`src/rtl/dmem_arbiter_if.sv`:
```
//------------------------------------------------------------------------------
// Module      : dmem_arbiter_if
// Description : Requester and SRAM-side signal bundle for the data-memory arbiter.
// Revision    : 1.0 - initial release
//------------------------------------------------------------------------------
`default_nettype none

interface dmem_arbiter_if #(
    parameter int AW = 16
);
    logic          m0_req;
    logic [AW-1:0] m0_a;
    logic [3:0]    m0_we;
    logic [31:0]   m0_wd;
    logic [3:0]    m0_re;
    logic          m0_gnt;
    logic [31:0]   m0_rd;
    logic          m0_rvld;

    logic          m1_req;
    logic [AW-1:0] m1_a;
    logic [3:0]    m1_we;
    logic [31:0]   m1_wd;
    logic [3:0]    m1_re;
    logic          m1_gnt;
    logic [31:0]   m1_rd;
    logic          m1_rvld;

    logic [AW-3:0] sram_a;
    logic [3:0]    sram_we;
    logic [31:0]   sram_wd;
    logic [3:0]    sram_re;
    logic [31:0]   sram_rd;

    modport slave (
        input  m0_req, m0_a, m0_we, m0_wd, m0_re,
        output m0_gnt, m0_rd, m0_rvld,
        input  m1_req, m1_a, m1_we, m1_wd, m1_re,
        output m1_gnt, m1_rd, m1_rvld,
        output sram_a, sram_we, sram_wd, sram_re,
        input  sram_rd
    );

    modport master (
        output m0_req, m0_a, m0_we, m0_wd, m0_re,
        input  m0_gnt, m0_rd, m0_rvld,
        output m1_req, m1_a, m1_we, m1_wd, m1_re,
        input  m1_gnt, m1_rd, m1_rvld,
        input  sram_a, sram_we, sram_wd, sram_re,
        output sram_rd
    );
endinterface

`default_nettype wire

```
`src/rtl/dmem_arbiter.sv`:
```
//------------------------------------------------------------------------------
// Module      : dmem_arbiter
// Description : Two-port arbiter for the single-port data SRAM; port 0 has
//               priority, port 1 is force-granted after MAX_WAIT denials.
// Revision    : 1.0 - initial release
//------------------------------------------------------------------------------
`default_nettype none

module dmem_arbiter #(
    parameter int AW       = 16,
    parameter int MAX_WAIT = 4
) (
    input  logic          clk,
    input  logic          rst,
    dmem_arbiter_if.slave bus
);
    localparam logic [3:0] C_MAX_WAIT = 4'(MAX_WAIT);

    typedef enum logic [0:0] {
        ST_NORMAL = 1'b0,
        ST_FORCE1 = 1'b1
    } state_t;

    state_t        r_state;
    logic [3:0]    r_wait_cnt;

    logic [AW-3:0] r_sram_a;
    logic [3:0]    r_sram_we;
    logic [31:0]   r_sram_wd;
    logic [3:0]    r_sram_re;

    logic          r_p1_vld;
    logic          r_p1_own;
    logic [3:0]    r_p1_re;
    logic          r_p2_vld;
    logic          r_p2_own;
    logic [3:0]    r_p2_re;

    logic [31:0]   r_m0_rd;
    logic          r_m0_rvld;
    logic [31:0]   r_m1_rd;
    logic          r_m1_rvld;

    logic          w_m0_gnt;
    logic          w_m1_gnt;
    logic          w_acc;
    logic [AW-3:0] w_a;
    logic [3:0]    w_we;
    logic [31:0]   w_wd;
    logic [3:0]    w_re;
    logic [3:0]    w_re_eff;
    logic [3:0]    w_wait_nxt;
    logic [31:0]   w_rd_mask;
    logic [31:0]   w_rd_masked;
    logic          w_unused_lsb;

    // Port 1 only loses to port 0 while the arbiter is not in the forced state.
    assign w_m0_gnt = ~rst & bus.m0_req & (r_state == ST_NORMAL);
    assign w_m1_gnt = ~rst & bus.m1_req & ((r_state == ST_FORCE1) | ~bus.m0_req);
    assign w_acc    = w_m0_gnt | w_m1_gnt;

    assign w_a      = w_m1_gnt ? bus.m1_a[AW-1:2] : bus.m0_a[AW-1:2];
    assign w_we     = w_m1_gnt ? bus.m1_we : bus.m0_we;
    assign w_wd     = w_m1_gnt ? bus.m1_wd : bus.m0_wd;
    assign w_re     = w_m1_gnt ? bus.m1_re : bus.m0_re;
    assign w_re_eff = (w_we != 4'h0) ? 4'h0 : w_re;

    assign w_unused_lsb = ^{bus.m0_a[1:0], bus.m1_a[1:0]};

    always_comb begin
        w_wait_nxt = r_wait_cnt;
        if (!bus.m1_req || w_m1_gnt) begin
            w_wait_nxt = 4'd0;
        end else if (r_wait_cnt < C_MAX_WAIT) begin
            w_wait_nxt = r_wait_cnt + 4'd1;
        end
    end

    assign w_rd_mask   = {{8{r_p2_re[3]}}, {8{r_p2_re[2]}}, {8{r_p2_re[1]}}, {8{r_p2_re[0]}}};
    assign w_rd_masked = bus.sram_rd & w_rd_mask;

    always_ff @(posedge clk) begin
        if (rst) begin
            r_state    <= ST_NORMAL;
            r_wait_cnt <= 4'd0;
            r_sram_a   <= '0;
            r_sram_we  <= 4'h0;
            r_sram_wd  <= 32'h0;
            r_sram_re  <= 4'h0;
            r_p1_vld   <= 1'b0;
            r_p1_own   <= 1'b0;
            r_p1_re    <= 4'h0;
            r_p2_vld   <= 1'b0;
            r_p2_own   <= 1'b0;
            r_p2_re    <= 4'h0;
            r_m0_rd    <= 32'h0;
            r_m0_rvld  <= 1'b0;
            r_m1_rd    <= 32'h0;
            r_m1_rvld  <= 1'b0;
        end else begin
            r_wait_cnt <= w_wait_nxt;

            case (r_state)
                ST_NORMAL: if (w_wait_nxt == C_MAX_WAIT) r_state <= ST_FORCE1;
                ST_FORCE1: if (!bus.m1_req || w_m1_gnt) r_state <= ST_NORMAL;
                default:   r_state <= ST_NORMAL;
            endcase

            // Address and write data hold when idle; only the enables drop.
            if (w_acc) begin
                r_sram_a  <= w_a;
                r_sram_wd <= w_wd;
                r_sram_we <= w_we;
                r_sram_re <= w_re_eff;
            end else begin
                r_sram_we <= 4'h0;
                r_sram_re <= 4'h0;
            end

            r_p1_vld <= w_acc & (w_re_eff != 4'h0);
            r_p1_own <= w_m1_gnt;
            r_p1_re  <= w_re_eff;
            r_p2_vld <= r_p1_vld;
            r_p2_own <= r_p1_own;
            r_p2_re  <= r_p1_re;

            r_m0_rvld <= r_p2_vld & ~r_p2_own;
            r_m1_rvld <= r_p2_vld & r_p2_own;
            if (r_p2_vld && !r_p2_own) r_m0_rd <= w_rd_masked;
            if (r_p2_vld &&  r_p2_own) r_m1_rd <= w_rd_masked;
        end
    end

    assign bus.m0_gnt  = w_m0_gnt;
    assign bus.m1_gnt  = w_m1_gnt;
    assign bus.m0_rd   = r_m0_rd;
    assign bus.m0_rvld = r_m0_rvld;
    assign bus.m1_rd   = r_m1_rd;
    assign bus.m1_rvld = r_m1_rvld;
    assign bus.sram_a  = r_sram_a;
    assign bus.sram_we = r_sram_we;
    assign bus.sram_wd = r_sram_wd;
    assign bus.sram_re = r_sram_re;

endmodule

`default_nettype wire

```
`src/flat_wrapper.sv`:
```
// flat-port wrapper written by rule: the top's interface ports become plain ports
module dmem_arbiter_flat 
#(
    parameter int AW       = 16,
    parameter int MAX_WAIT = 4
)
  (clk, rst, bus_m0_req, bus_m0_a, bus_m0_we, bus_m0_wd, bus_m0_re, bus_m0_gnt, bus_m0_rd, bus_m0_rvld, bus_m1_req, bus_m1_a, bus_m1_we, bus_m1_wd, bus_m1_re, bus_m1_gnt, bus_m1_rd, bus_m1_rvld, bus_sram_a, bus_sram_we, bus_sram_wd, bus_sram_re, bus_sram_rd);
  dmem_arbiter_if #(.AW(AW)) bus_i ();
  input  logic clk;
  input  logic rst;
  input wire logic [$bits(bus_i.m0_req)-1:0] bus_m0_req;
  input wire logic [$bits(bus_i.m0_a)-1:0] bus_m0_a;
  input wire logic [$bits(bus_i.m0_we)-1:0] bus_m0_we;
  input wire logic [$bits(bus_i.m0_wd)-1:0] bus_m0_wd;
  input wire logic [$bits(bus_i.m0_re)-1:0] bus_m0_re;
  output wire logic [$bits(bus_i.m0_gnt)-1:0] bus_m0_gnt;
  output wire logic [$bits(bus_i.m0_rd)-1:0] bus_m0_rd;
  output wire logic [$bits(bus_i.m0_rvld)-1:0] bus_m0_rvld;
  input wire logic [$bits(bus_i.m1_req)-1:0] bus_m1_req;
  input wire logic [$bits(bus_i.m1_a)-1:0] bus_m1_a;
  input wire logic [$bits(bus_i.m1_we)-1:0] bus_m1_we;
  input wire logic [$bits(bus_i.m1_wd)-1:0] bus_m1_wd;
  input wire logic [$bits(bus_i.m1_re)-1:0] bus_m1_re;
  output wire logic [$bits(bus_i.m1_gnt)-1:0] bus_m1_gnt;
  output wire logic [$bits(bus_i.m1_rd)-1:0] bus_m1_rd;
  output wire logic [$bits(bus_i.m1_rvld)-1:0] bus_m1_rvld;
  output wire logic [$bits(bus_i.sram_a)-1:0] bus_sram_a;
  output wire logic [$bits(bus_i.sram_we)-1:0] bus_sram_we;
  output wire logic [$bits(bus_i.sram_wd)-1:0] bus_sram_wd;
  output wire logic [$bits(bus_i.sram_re)-1:0] bus_sram_re;
  input wire logic [$bits(bus_i.sram_rd)-1:0] bus_sram_rd;
  assign bus_i.m0_req = bus_m0_req;
  assign bus_i.m0_a = bus_m0_a;
  assign bus_i.m0_we = bus_m0_we;
  assign bus_i.m0_wd = bus_m0_wd;
  assign bus_i.m0_re = bus_m0_re;
  assign bus_m0_gnt = bus_i.m0_gnt;
  assign bus_m0_rd = bus_i.m0_rd;
  assign bus_m0_rvld = bus_i.m0_rvld;
  assign bus_i.m1_req = bus_m1_req;
  assign bus_i.m1_a = bus_m1_a;
  assign bus_i.m1_we = bus_m1_we;
  assign bus_i.m1_wd = bus_m1_wd;
  assign bus_i.m1_re = bus_m1_re;
  assign bus_m1_gnt = bus_i.m1_gnt;
  assign bus_m1_rd = bus_i.m1_rd;
  assign bus_m1_rvld = bus_i.m1_rvld;
  assign bus_sram_a = bus_i.sram_a;
  assign bus_sram_we = bus_i.sram_we;
  assign bus_sram_wd = bus_i.sram_wd;
  assign bus_sram_re = bus_i.sram_re;
  assign bus_i.sram_rd = bus_sram_rd;
  dmem_arbiter #(.AW(AW), .MAX_WAIT(MAX_WAIT)) u_core (.clk(clk), .rst(rst), .bus(bus_i));
endmodule
```
`config.mk`:
```
export PLATFORM = sky130hd
export DESIGN_NAME = dmem_arbiter_flat
export DESIGN_NICKNAME = d
export VERILOG_FILES = /design/src/rtl/dmem_arbiter_if.sv /design/src/rtl/dmem_arbiter.sv /design/src/flat_wrapper.sv
export SDC_FILE = /design/constraint.sdc
export NUM_CORES = 1
export LEC_CHECK = 0
export CORE_AREA = 2 2 104 106
export DETAILED_ROUTE_END_ITERATION = 10
export DIE_AREA = 0 0 106 108
export DONT_BUFFER_PORTS = 1
export HOLD_SLACK_MARGIN = 0.1
export PLACE_DENSITY = 0.67
export REMOVE_ABC_BUFFERS = 1
export SLEW_MARGIN = 10
export SYNTH_ARGS = -nofsm -noshare
export SYNTH_HDL_FRONTEND = slang
export SYNTH_SLANG_ARGS = --single-unit
```
`constraint.sdc`:
```
create_clock -name clk -period 1.35 [get_ports clk]
set_clock_uncertainty 0.05 [all_clocks]
set_input_delay 0.27 -clock clk [delete_from_list [all_inputs] [get_ports clk]]
set_output_delay 0.27 -clock clk [all_outputs]
set_load 0.02 [all_outputs]
```
# Word level (Yosys, flattened, before mapping)
# Index checks and enable logic that the tools add are counted.
[op_classes]
n_addsub = 1
order_cmp = 1
n_eq_ne = 1
n_mux = 10
n_bitwise = 15
reduce_logical = 8
[op_table]
columns = ["op", "count"]
rows = [
  ["32-bit bitwise AND", 1],
  ["32-bit two-way mux", 1],
  ["4-bit two-way mux", 5],
  ["14-bit two-way mux", 1],
  ["4-bit nonzero test", 2],
  ["1-bit bitwise AND", 7],
  ["1-bit inverter", 5],
  ["4-bit by 1-bit adder with 4-bit output (second input constant)", 1],
  ["4-bit by 3-bit equality test with 1-bit output (second input constant)", 1],
  ["4-bit by 3-bit less-than comparator with 1-bit output (second input constant)", 1],
  ["1-bit logical AND", 2],
  ["1-bit logical NOT", 2],
  ["1-bit two-way mux", 2],
  ["1-bit bitwise OR", 2],
  ["1-bit one-hot mux with 2 select lines", 1],
  ["2-bit OR reduction", 1],
  ["1-bit logical OR", 1],
]
[word_totals]
regBits = 137
in_bits = 148
out_inout_bits = 122
elab_cells = 52

# Depth between registers and ports, before layout
[logic_depth]
depth_word = 8
ltp_mapped = 6

# Worst setup path after synthesis
# OpenSTA, ideal clock, no wires.
[synth_path]
path_type = "reg2out"
from = "register u_core.r_state"
to = "output bus_m0_gnt"
t_arrival_ns = 1.097
required_ns = 1.030
path_slack_ns = -0.067
stages_incl_launch_ff = 5
path_buffers = 2
path_cell_list = "dfxtp_1 nand2b_1 buf_2 buf_1 nor2_1"
[synth_between]
elab_chain_cells = 2
[synth_lines]
columns = ["element", "line_no", "source"]
rows = [
  ["from (decl)", "dmem_arbiter.sv:24", "state_t r_state;"],
  ["from (signal assigned)", "dmem_arbiter.sv:84", "r_state <= ST_NORMAL;"],
  ["from (signal assigned)", "dmem_arbiter.sv:104", "ST_NORMAL: if (w_wait_nxt == C_MAX_WAIT) r_state <= ST_FORCE1;"],
  ["from (signal assigned)", "dmem_arbiter.sv:105", "ST_FORCE1: if (!bus.m1_req || w_m1_gnt) r_state <= ST_NORMAL;"],
  ["1-bit inverter", "dmem_arbiter.sv:58", "assign w_m0_gnt = ~rst & bus.m0_req & (r_state == ST_NORMAL);"],
  ["1-bit bitwise AND", "dmem_arbiter.sv:58", ""],
  ["to (decl)", "flat_wrapper.sv:16", "output wire logic [$bits(bus_i.m0_gnt)-1:0] bus_m0_gnt;"],
]
# No other way between the ends.

# Worst setup path in the final report
[layout_path]
from = "register u_core.r_state"
to = "output bus_m1_gnt"
[layout_between]
elab_chain_cells = 2
[layout_lines]
columns = ["element", "line_no", "source"]
rows = [
  ["1-bit bitwise OR", "dmem_arbiter.sv:59", "assign w_m1_gnt = ~rst & bus.m1_req & ((r_state == ST_FORCE1) | ~bus.m0_req);"],
  ["1-bit bitwise AND", "dmem_arbiter.sv:59", ""],
  ["to (decl)", "flat_wrapper.sv:24", "output wire logic [$bits(bus_i.m1_gnt)-1:0] bus_m1_gnt;"],
]
# No other way between the ends.

==> results.md <==
* Seq cells post-synth at 137
* PD cells at 1420 mW/mm2
* Hold path start: rst
* Register area share after synthesis at 51.4%
* Core area at 0.0102 mm2
* Root buf cell: clkbuf_8
* Die X at 106 um
* Worst r2r src: u_core.r_state
* Slowest stage cell, crit path: dfxtp_2
* Drt first pass iters at 5
* PnR worst setup slack at -291 ps
* Total GRT Usage at 24.1%
* CP Cell Sequence: nor2b_2 > buf_4 > nor2_1 > buf_4
* CP required at 1030 ps
* Final worst path period need at 1640 ps
* Cell count after synthesis at 597
* Largest net degree at the start of global routing at 127
* Ant diodes at 0
* Worst setup path class: flop to output pin
* Commonest non-fill, non-tap cells in the layout: dfxtp_1 (131), a21oi_1 (79), nand2_1 (67)
* Routed Antenna Nets at 0
* Unique masters post-synth at 26
* Routed wire length at 14500 um
* Ys Warns at 0
* Synthesized area per cell at 8.94 um2
* Die Y at 108 um
* Failing checks: hold timing, setup timing
* Rows at 37
* Max-cap violations at 0
* H-tree depth at 4
* CTS Hold Bufs at 24
* Slew @ Worst Pin at 550 ps
* Number of I/O port buffers at 0
* Number of global-route vias before repair at 4438
* Most common cell after layout, fill and taps aside: dfxtp_1
* Final setup fails at 2
* Clk sinks at 137
* Maximum vdd drop at 0.860 mV
* Via count at 4541
* Vias per cell at 5.94
* DP Wirelength at 9140 um
* Final #Nets at 764
* Period utilization at 122%
* Initial Utilization at 52.2%
* Slew headroom at 63.3%
* # fillers at 816
* 1st-iter DRT viols at 426
* Post-Synthesis Cell Area at 0.00534 mm2
* Global-route wire length before repair at 22000 um
* Largest fanout on the critical path at 2
* Leakage at 2.37 nW
* Syn-to-layout area delta at 21.9%
* Slowest stage delay, CP at 330 ps
* CTS tree: yes
* Hold Violations, Final at 116
* Die area at 0.0114 mm2
* Antenna violations before repair at 0
* Place WS at 65.5 ps
* Worst-Skew Late Latency at 500 ps
* GRT overflow at 0
* Wire per inst at 19.0 um
* CTS Buffer Depth at 2
* Clock slew at reported path FFs at 60 ps
* I/O pins at 270
* GPL Wtd Cong at 0.850
* Most used cell, CP: buf_4
* Placed instance area at 0.00551 mm2
* # DRC at 0
* Worst Path Arrival at 1320 ps
* Slew Limit Fails at 0
* Min Hold Slack at -220 ps
* Share of layout cells above drive strength 1 at 13.4%
* CTS buffer count at 17
* Post-layout instance area at 0.00651 mm2
* CP startpoint: u_core.r_state
* Worst hold path type: input port to flop
* Startpoint types: flop
* RSZ-0062 raised after global routing: true
* CP Capture Type: output pin
* Fmax at 609 MHz
* Status: finished, violations left
-- cell usage after synthesis --
cell,n,area share (%)
nor4_2,2,0.47
nor2b_1,9,1.1
o21ai_0,5,0.47
buf_1,3,0.21
a21oi_1,79,7.4
nor3_1,1,0.094
ha_1,1,0.23
nand4_1,37,4.3
o21bai_2,1,0.21
nand2b_1,3,0.35
nor2_1,56,3.9
or4_1,2,0.28
mux2i_1,46,8.6
buf_4,4,0.56
dfxtp_1,137,51
buf_6,3,0.63
o211ai_1,5,0.70
xnor2_1,1,0.16
nand2_1,67,4.7
inv_1,1,0.070
buf_2,19,1.8
a211oi_1,46,6.5
clkbuf_1,31,2.2
nor3b_1,1,0.14
nor4bb_1,1,0.19
nand3_1,36,3.4
-- metrics by stage --
stage	std cells	utilization [%]	TNS [ps]	total power, mW
after floorplan	537	-	-128330	4.72
after global placement	702	53.8	0	4.85
after detailed placement	702	53.8	0	4.86
after CTS	762	62.3	-1270	9.20
after global routing	764	63.6	-648	9.52
final	764	63.6	-493	9.22
-- final timing paths --
| kind | cells after the start | to | slack (ps) |
|---|---|---|---|
| worst min-delay path | 1 | u_core.bus.m0_rd[27] | -220 |
| worst max-delay path | 4 | bus_m1_gnt | -290 |
| worst max register to register | 5 | u_core.r_p1_vld | 10 |
| worst min register to register | 1 | u_core.r_state | 420 |
-- cells by family (layout without fill, tap and decap cells) --
| logic type | after synthesis | count (layout) | share of synthesized area (%) |
|---|---|---|---|
| simple gates | 215 | 215 | 18.9 |
| flops | 137 | 137 | 51.4 |
| compound gates | 136 | 136 | 15.3 |
| buf+inv | 61 | 92 | 5.44 |
| mux | 46 | 46 | 8.62 |
| fa+ha+maj | 1 | 1 | 0.234 |
| xor+xnor | 1 | 1 | 0.164 |
-- critical path, delay by kind of cell (launching register included) --
family / cells / cell delay, ps
buffers and inverters: 2 / 300
flip-flops: 1 / 330
AND/OR/NAND/NOR: 2 / 180
-- routing by layer --
layer	part of all wire [%]	routed length [um]	track usage [%]	up-vias
met1	37	5410	27.4	2124
li1	-	-	-	2151
met4	1.7	244	7.89	0
met5	0	0	0	-
met3	10	1480	9.34	24
met2	51	7360	41.7	242
-- cell type report --
cell class	count	area (um2)	area share [%]
inverter	1	3.75	0.0577
sequential	137	2750	42.3
tap	136	170	2.61
multi-input combinational	399	2400	36.9
clock buffer	24	450	6.92
clock inverter	8	96.3	1.48
timing repair buffer	59	638	9.81
-- what timing repair did --
action                                  CTS  global route
gates resized for setup                   8            25
gates cloned                              1             1
endpoints found under the hold margin   137           125
endpoints found under the setup margin    4            54
setup buffers                             3             2
pin swaps                                 1            13
-- registers in the layout, indices dropped and copies added, names as in the netlist --
register,flops
u_core.bus.sram_wd,32
u_core.bus.m1_rd,32
u_core.bus.m0_rvld,1
u_core.r_p1_vld,1
u_core.bus.m0_rd,32
u_core.r_wait_cnt,4
u_core.bus.m1_rvld,1
u_core.bus.sram_re,4
u_core.bus.sram_a,14
u_core.r_p1_re,4
u_core.r_p1_own,1
u_core.r_state,1
u_core.bus.sram_we,4
u_core.r_p2_vld,1
u_core.r_p2_re,4
u_core.r_p2_own,1
-- power by group --
part	switching, mW	leakage (nW)	internal (mW)
registers	0.211	1.12	4.17
logic	0.245	0.984	0.282
clock network	1.65	0.267	2.67
(Power assumes the default switching activity.)
